<file path="src/rtl/reu_dma_seq.sv">
// -----------------------------------------------------------------------------
// reu_dma_seq
//
// Purpose:
//   DMA sequencer for the REU register block. On Execute it takes the C64 bus
//   (nDMA low), then moves one byte at a time between the C64 bus and SDRAM
//   according to the transfer type latched at start:
//     00 stash  : C64 -> REU
//     01 fetch  : REU -> C64
//     10 swap   : C64 <-> REU
//     11 verify : compare C64 and REU, stop on the first difference
//   After each byte it pulses the register block's step strobes. Address
//   generation and length counting live in the register block.
//
// Timing:
//   All state updates happen on the falling edge of PHI2. Outputs are Moore
//   outputs of the current state. The only exception is SetEndOfBlock, which
//   also looks at the Length1 input in STEP and CMP.
//
// Ports:
//   PHI2, nRESET        clock (falling-edge active), async active-low reset
//   Execute, XferType   start strobe and transfer type from the register block
//   Length1             remaining length == 1 (before this byte's decrement)
//   BA                  VIC bus available; 0 holds any C64 bus cycle
//   CDin/CDout/CDOE     C64 data bus in, out and output enable
//   CAOE, RnW, nDMA     C64 address enable, R/W (1 = read), DMA request
//   RAMReq/RAMWE/RAMWRD SDRAM request, write enable and write data
//   RAMRDD/RAMAck       SDRAM read data and one-cycle completion pulse
//   IncCA/IncREUA/DecLen step strobes (one-cycle pulses)
//   XferEnd, SetEndOfBlock, SetVerifyErr  end and status pulses
//   Busy                sequencer not idle
// -----------------------------------------------------------------------------
module reu_dma_seq #(
    parameter int START_DELAY = 1
) (
    input  logic       PHI2,
    input  logic       nRESET,
    input  logic       Execute,
    input  logic [1:0] XferType,
    input  logic       Length1,
    input  logic       BA,
    input  logic [7:0] CDin,
    output logic [7:0] CDout,
    output logic       CDOE,
    output logic       CAOE,
    output logic       RnW,
    output logic       nDMA,
    output logic       RAMReq,
    output logic       RAMWE,
    output logic [7:0] RAMWRD,
    input  logic [7:0] RAMRDD,
    input  logic       RAMAck,
    output logic       IncCA,
    output logic       IncREUA,
    output logic       DecLen,
    output logic       XferEnd,
    output logic       SetEndOfBlock,
    output logic       SetVerifyErr,
    output logic       Busy
);

    localparam logic [1:0] T_STASH  = 2'b00;
    localparam logic [1:0] T_FETCH  = 2'b01;
    localparam logic [1:0] T_SWAP   = 2'b10;
    localparam logic [1:0] T_VERIFY = 2'b11;

    // Last count value of the START hold; START lasts START_DELAY cycles.
    localparam logic [2:0] DELAY_LAST = 3'(START_DELAY - 1);

    typedef enum logic [3:0] {
        S_IDLE,
        S_START,
        S_C64RD,
        S_RAMRD,
        S_RAMWR,
        S_C64WR,
        S_CMP,
        S_STEP,
        S_END
    } state_t;

    state_t     state_q, state_d;
    logic [1:0] t_q, t_d;      // transfer type latched at Execute
    logic [2:0] cnt_q, cnt_d;  // START delay counter
    logic [7:0] c_q, c_d;      // byte read from the C64 bus
    logic [7:0] r_q, r_d;      // byte read from SDRAM

    always_ff @(negedge PHI2 or negedge nRESET) begin
        if (!nRESET) begin
            state_q <= S_IDLE;
            t_q     <= 2'b00;
            cnt_q   <= 3'd0;
            c_q     <= 8'h00;
            r_q     <= 8'h00;
        end else begin
            state_q <= state_d;
            t_q     <= t_d;
            cnt_q   <= cnt_d;
            c_q     <= c_d;
            r_q     <= r_d;
        end
    end

    always_comb begin
        state_d       = state_q;
        t_d           = t_q;
        cnt_d         = cnt_q;
        c_d           = c_q;
        r_d           = r_q;
        CDout         = 8'h00;
        CDOE          = 1'b0;
        CAOE          = 1'b0;
        RnW           = 1'b1;
        nDMA          = 1'b0;   // the bus is held in every state but IDLE
        RAMReq        = 1'b0;
        RAMWE         = 1'b0;
        RAMWRD        = 8'h00;
        IncCA         = 1'b0;
        IncREUA       = 1'b0;
        DecLen        = 1'b0;
        XferEnd       = 1'b0;
        SetEndOfBlock = 1'b0;
        SetVerifyErr  = 1'b0;
        Busy          = 1'b1;

        case (state_q)
            S_IDLE: begin
                nDMA  = 1'b1;
                Busy  = 1'b0;
                cnt_d = 3'd0;
                if (Execute) begin
                    t_d     = XferType;
                    state_d = S_START;
                end
            end

            // Gives the CPU time to let go of the bus after nDMA falls.
            S_START: begin
                if (cnt_q == DELAY_LAST) begin
                    cnt_d   = 3'd0;
                    state_d = (t_q == T_FETCH) ? S_RAMRD : S_C64RD;
                end else begin
                    cnt_d = cnt_q + 3'd1;
                end
            end

            S_C64RD: begin
                CAOE = 1'b1;
                if (BA) begin
                    c_d     = CDin;
                    state_d = (t_q == T_STASH) ? S_RAMWR : S_RAMRD;
                end
            end

            S_RAMRD: begin
                RAMReq = 1'b1;
                if (RAMAck) begin
                    r_d = RAMRDD;
                    case (t_q)
                        T_FETCH:  state_d = S_C64WR;
                        T_SWAP:   state_d = S_RAMWR;
                        T_VERIFY: state_d = S_CMP;
                        default:  state_d = S_STEP;  // stash never reads SDRAM
                    endcase
                end
            end

            S_RAMWR: begin
                RAMReq = 1'b1;
                RAMWE  = 1'b1;
                RAMWRD = c_q;
                if (RAMAck) begin
                    state_d = (t_q == T_SWAP) ? S_C64WR : S_STEP;
                end
            end

            S_C64WR: begin
                CAOE  = 1'b1;
                CDOE  = 1'b1;
                RnW   = 1'b0;
                CDout = r_q;
                if (BA) begin
                    state_d = S_STEP;
                end
            end

            // A verify difference ends the block without stepping addresses,
            // so the register block keeps pointing at the failing byte.
            S_CMP: begin
                if (c_q == r_q) begin
                    state_d = S_STEP;
                end else begin
                    SetVerifyErr  = 1'b1;
                    SetEndOfBlock = Length1;
                    state_d       = S_END;
                end
            end

            // Length1 is still the pre-decrement value here.
            S_STEP: begin
                IncCA   = 1'b1;
                IncREUA = 1'b1;
                DecLen  = 1'b1;
                if (Length1) begin
                    SetEndOfBlock = 1'b1;
                    state_d       = S_END;
                end else begin
                    state_d = (t_q == T_FETCH) ? S_RAMRD : S_C64RD;
                end
            end

            S_END: begin
                XferEnd = 1'b1;
                state_d = S_IDLE;
            end

            default: begin
                state_d = S_IDLE;
            end
        endcase
    end

endmodule

</file>
<file path="config.mk">
export PLATFORM = sky130hd
export DESIGN_NAME = reu_dma_seq
export DESIGN_NICKNAME = d
export VERILOG_FILES = /design/src/rtl/reu_dma_seq.sv
export SDC_FILE = /design/constraint.sdc
export NUM_CORES = 1
export LEC_CHECK = 0
export ABC_AREA = 1
export CAP_MARGIN = 0
export CORE_MARGIN = 8
export CORE_UTILIZATION = 35
export DETAILED_ROUTE_END_ITERATION = 7
export PLACE_DENSITY_LB_ADDON = 0.12
export SLEW_MARGIN = 20
export SYNTH_ARGS = -nofsm -noshare
export SYNTH_HDL_FRONTEND = slang
export SYNTH_SLANG_ARGS = --single-unit
</file>
<file path="constraint.sdc">
create_clock -name PHI2 -period 3.1 [get_ports PHI2]
set_input_delay 0.62 -clock PHI2 [delete_from_list [all_inputs] [get_ports PHI2]]
set_output_delay 0.62 -clock PHI2 [all_outputs]
set_load 0.03 [all_outputs]
</file>
### Word level (Yosys, flattened, before mapping)

Cells that the tools add are included.

| storage, ports and cells | value |
|---|---|
| flip-flop bits (word level) | 25 |
| input port bits | 24 |
| word-level logic and storage cells | 65 |

| operators by class | value |
|---|---|
| add/subtract/negate cells | 1 |
| reduce and logical (&&, ||, !) cells | 10 |
| equal/unequal tests | 18 |
| mux-type cells | 31 |

Operator list:

| kind | count |
|---|---|
| $mux W4 | 8 |
| $pmux W4 S8 | 1 |
| $eq A4 B3 Y1 const B | 4 |
| $mux W8 | 2 |
| $mux W1 | 14 |
| $ne A2 B2 Y1 const B | 6 |
| $eq A4 B2 Y1 const B | 2 |
| $eq A8 B8 Y1 | 1 |
| $mux W3 | 2 |
| $pmux W2 S3 | 1 |
| $pmux W3 S2 | 1 |
| $reduce_and A2 Y1 | 3 |
| $reduce_and A6 Y1 | 1 |
| $eq A2 B2 Y1 const B | 2 |
| $eq A4 B1 Y1 const B | 1 |
| $eq A4 B4 Y1 const B | 1 |
| $logic_not A4 Y1 | 1 |
| $reduce_or A2 Y1 | 2 |
| $add A3 B1 Y3 const B | 1 |
| $logic_not A3 Y1 | 1 |
| $eq A2 B1 Y1 const B | 1 |
| $logic_not A2 Y1 | 1 |
| $mux W2 | 1 |
| $pmux W1 S2 | 1 |
| $reduce_bool A2 Y1 | 1 |

### Longest topological paths before layout

| depth | value |
|---|---|
| depth after elaboration | 4 |
| depth in mapped cells | 10 |

==> reports/metrics.yaml <==
multiInputGateArea_um2: 936
cts_buffers: 3
hold_class: "reg2reg"
yosys.area.top_type_share_pct: 41.4
worst_slew_pin_slew_ns: 0.305
num_io_pins: 53
dp_cells: 356
cts_tree: "built"
crit_path_max_incr_delay_ns: 0.53
port_buffers: 52
grt_util_all_layers_pct: 14.0
antenna_cells: 0
drc: 0
final_common_cell: "buf_4"
p_leak_nw: 1.45
yosysUniqueCellTypes: 22
fin_total_pwr_mw: 2.52
rr_worst_depth: 11
yosysSeqAreaShare_pct: 41.4
worstSetupEndpointType: "output port"
synth_area_um2: 1510
drt_iter0_drc: 72
viasPerCell: 4.54
clock-root-buffer: "clkbuf_8"
fin_hold_ws_ns: 0.466
status: "complete, but fails checks"
syn-instance-count: 221
min_path_cells: 1
power_density_nw_per_um2: 906
worstSetupPathType: "reg2out"
grt_overflow_total: 0
ys_seq_elements: 25
cap_violations: 0
cp_max_fo: 8
seqCellArea_um2: 626
initial_utilization_pct: 35.5
peakVddDrop_mv: 0.413
grt_pass1_vias: 1718
rsz0062_at_grt: "yes"
slew_viol_final: 0
die-area_um2: 6680
crit_path_start_kind: "flip-flop"
ys_warn_count: 0
avgSynthCellArea_um2: 6.84
clk-insertion-delay-late_ns: 0.28
num-nets-final: 350
dieWidth_um: 81.7
final.setup.tns_ns: -14.48
drtPass1Iterations: 4
wire_per_inst_um: 11.9
syn_nets: 250
rows: 24
slowest_stage: "dfrtn_1"
yosys.area.top_type: "dfrtn_1"
drtAntennaViolNets: 0
die_h_um: 81.7
slew_headroom_pct: 79.6
ctsLongestPathBuffers: 2
path_cells: "inv_2 > nor2_2 > nand2_2 > buf_12 > nor2_4 > buf_6"
hold_violations: 0
fillers: 367
grt_pass1_wl_um: 7410
cts_sinks: 25
finalSetupViolCount: 29
wl_um: 4430
fin_cells: 372
crit_required_ns: 2.48
htreeDepth: 1
final_cell_mix: "buf_4, nand2_1, inv_1"
violations: "negative setup slack"
synthTopCellsByArea: "dfrtn_1, nand2_1, nor2_1, inv_1, a21oi_1"
hold_buffers: 0
worst_clock_skew_ns: 0.00400
dp.final_hpwl_um: 3370
worst_slack_ns: -0.560
coreArea_um2: 4260
routabilityCongestion: 0.844
syn_to_final_growth_pct: 83.5
grt_max_degree: 26
path_clk_slew_ns: 0.06
vias: 1689
drive_above_1_share_pct: 42.2
antenna_found_initial: 0
cp.arrival_ns: 3.04
metal layers:
metal	vias up	global-route usage (%)	share of wire, %
li1	872	-	-
met1	776	16.4	41
met2	37	24.1	51
met3	4	3.94	7.1
met4	0	4.21	0.81
met5	-	0	0
sequential cells by signal (all words and copies together) (netlist names):
name and cells:
state_q 4, c_q 8, cnt_q 3, r_q 8, t_q 2
cells in the mapped netlist (all sizes together):
library cell and count:
nand2 57, xnor2 3, o21bai 1, a21oi 21, inv 41, xor2 1, nor3 3, dfrtn 25
o21ai 4, nor2 45, clkbuf 1, o22ai 2, buf 4, nand3b 1, ha 5, nand3 7
worst max-delay path, delay by kind of cell, from the launching register on:
kind	cells	cell delay, ns
flops	1	0.53
buf+inv	3	0.36
simple gates	3	0.32
cell type report:
| cell class | instances | share of cell area [%] |
|---|---|---|
| Tap cell | 52 | 2.34 |
| Sequential cell | 25 | 22.5 |
| Clock buffer | 3 | 1.49 |
| Multi-Input combinational cell | 150 | 33.7 |
| Timing Repair Buffer | 100 | 33.7 |
| Inverter | 41 | 5.99 |
| Clock inverter | 1 | 0.270 |
path summary, 6_finish.rpt:
| kind | start | endpoint | slack, ns |
|---|---|---|---|
| worst max register to register | state_q[3] | state_q[2] | 1.33 |
| min in group asynchronous | nRESET | cnt_q[2] | 2.12 |
| worst min register to register | cnt_q[0] | cnt_q[0] | 0.47 |
| worst min-delay path | cnt_q[0] | cnt_q[0] | 0.47 |
| max in group asynchronous | nRESET | r_q[5] | 0.80 |
| worst max-delay path | state_q[0] | CDout[1] | -0.56 |
report_power, final:
part	switching (mW)	internal [mW]
Sequential	0.0925	0.464
Combinational	0.962	0.795
Clock	0.111	0.0912
repair_timing:
item / in CTS / in global routing
setup endpoints to repair: 29 / 31
endpoints found under the hold margin: 0 / 0
pin swaps: 4 / 8
setup buffers: 6 / 8
resized for setup: 27 / 27
logic make-up after synthesis:
group | count (synthesis) | synth area share, %
fa+ha+maj | 5 | 4.14
buf+inv | 46 | 12.5
compound gates | 28 | 9.59
simple gates | 113 | 30.1
flops | 25 | 41.4
xor+xnor | 4 | 2.32
through the flow:
step	util (%)	setup slack [ns]	area (um^2)
5_1_grt	65.1	-0.641	2780
4_1_cts	62.1	-0.545	2650
3_5_place_dp	57.7	-0.336	2460
6_report	65.1	-0.560	2780
2_1_floorplan	-	-0.302	1710
3_3_place_gp	57.7	-0.337	2460
Power figures use the tool's default switching activity.
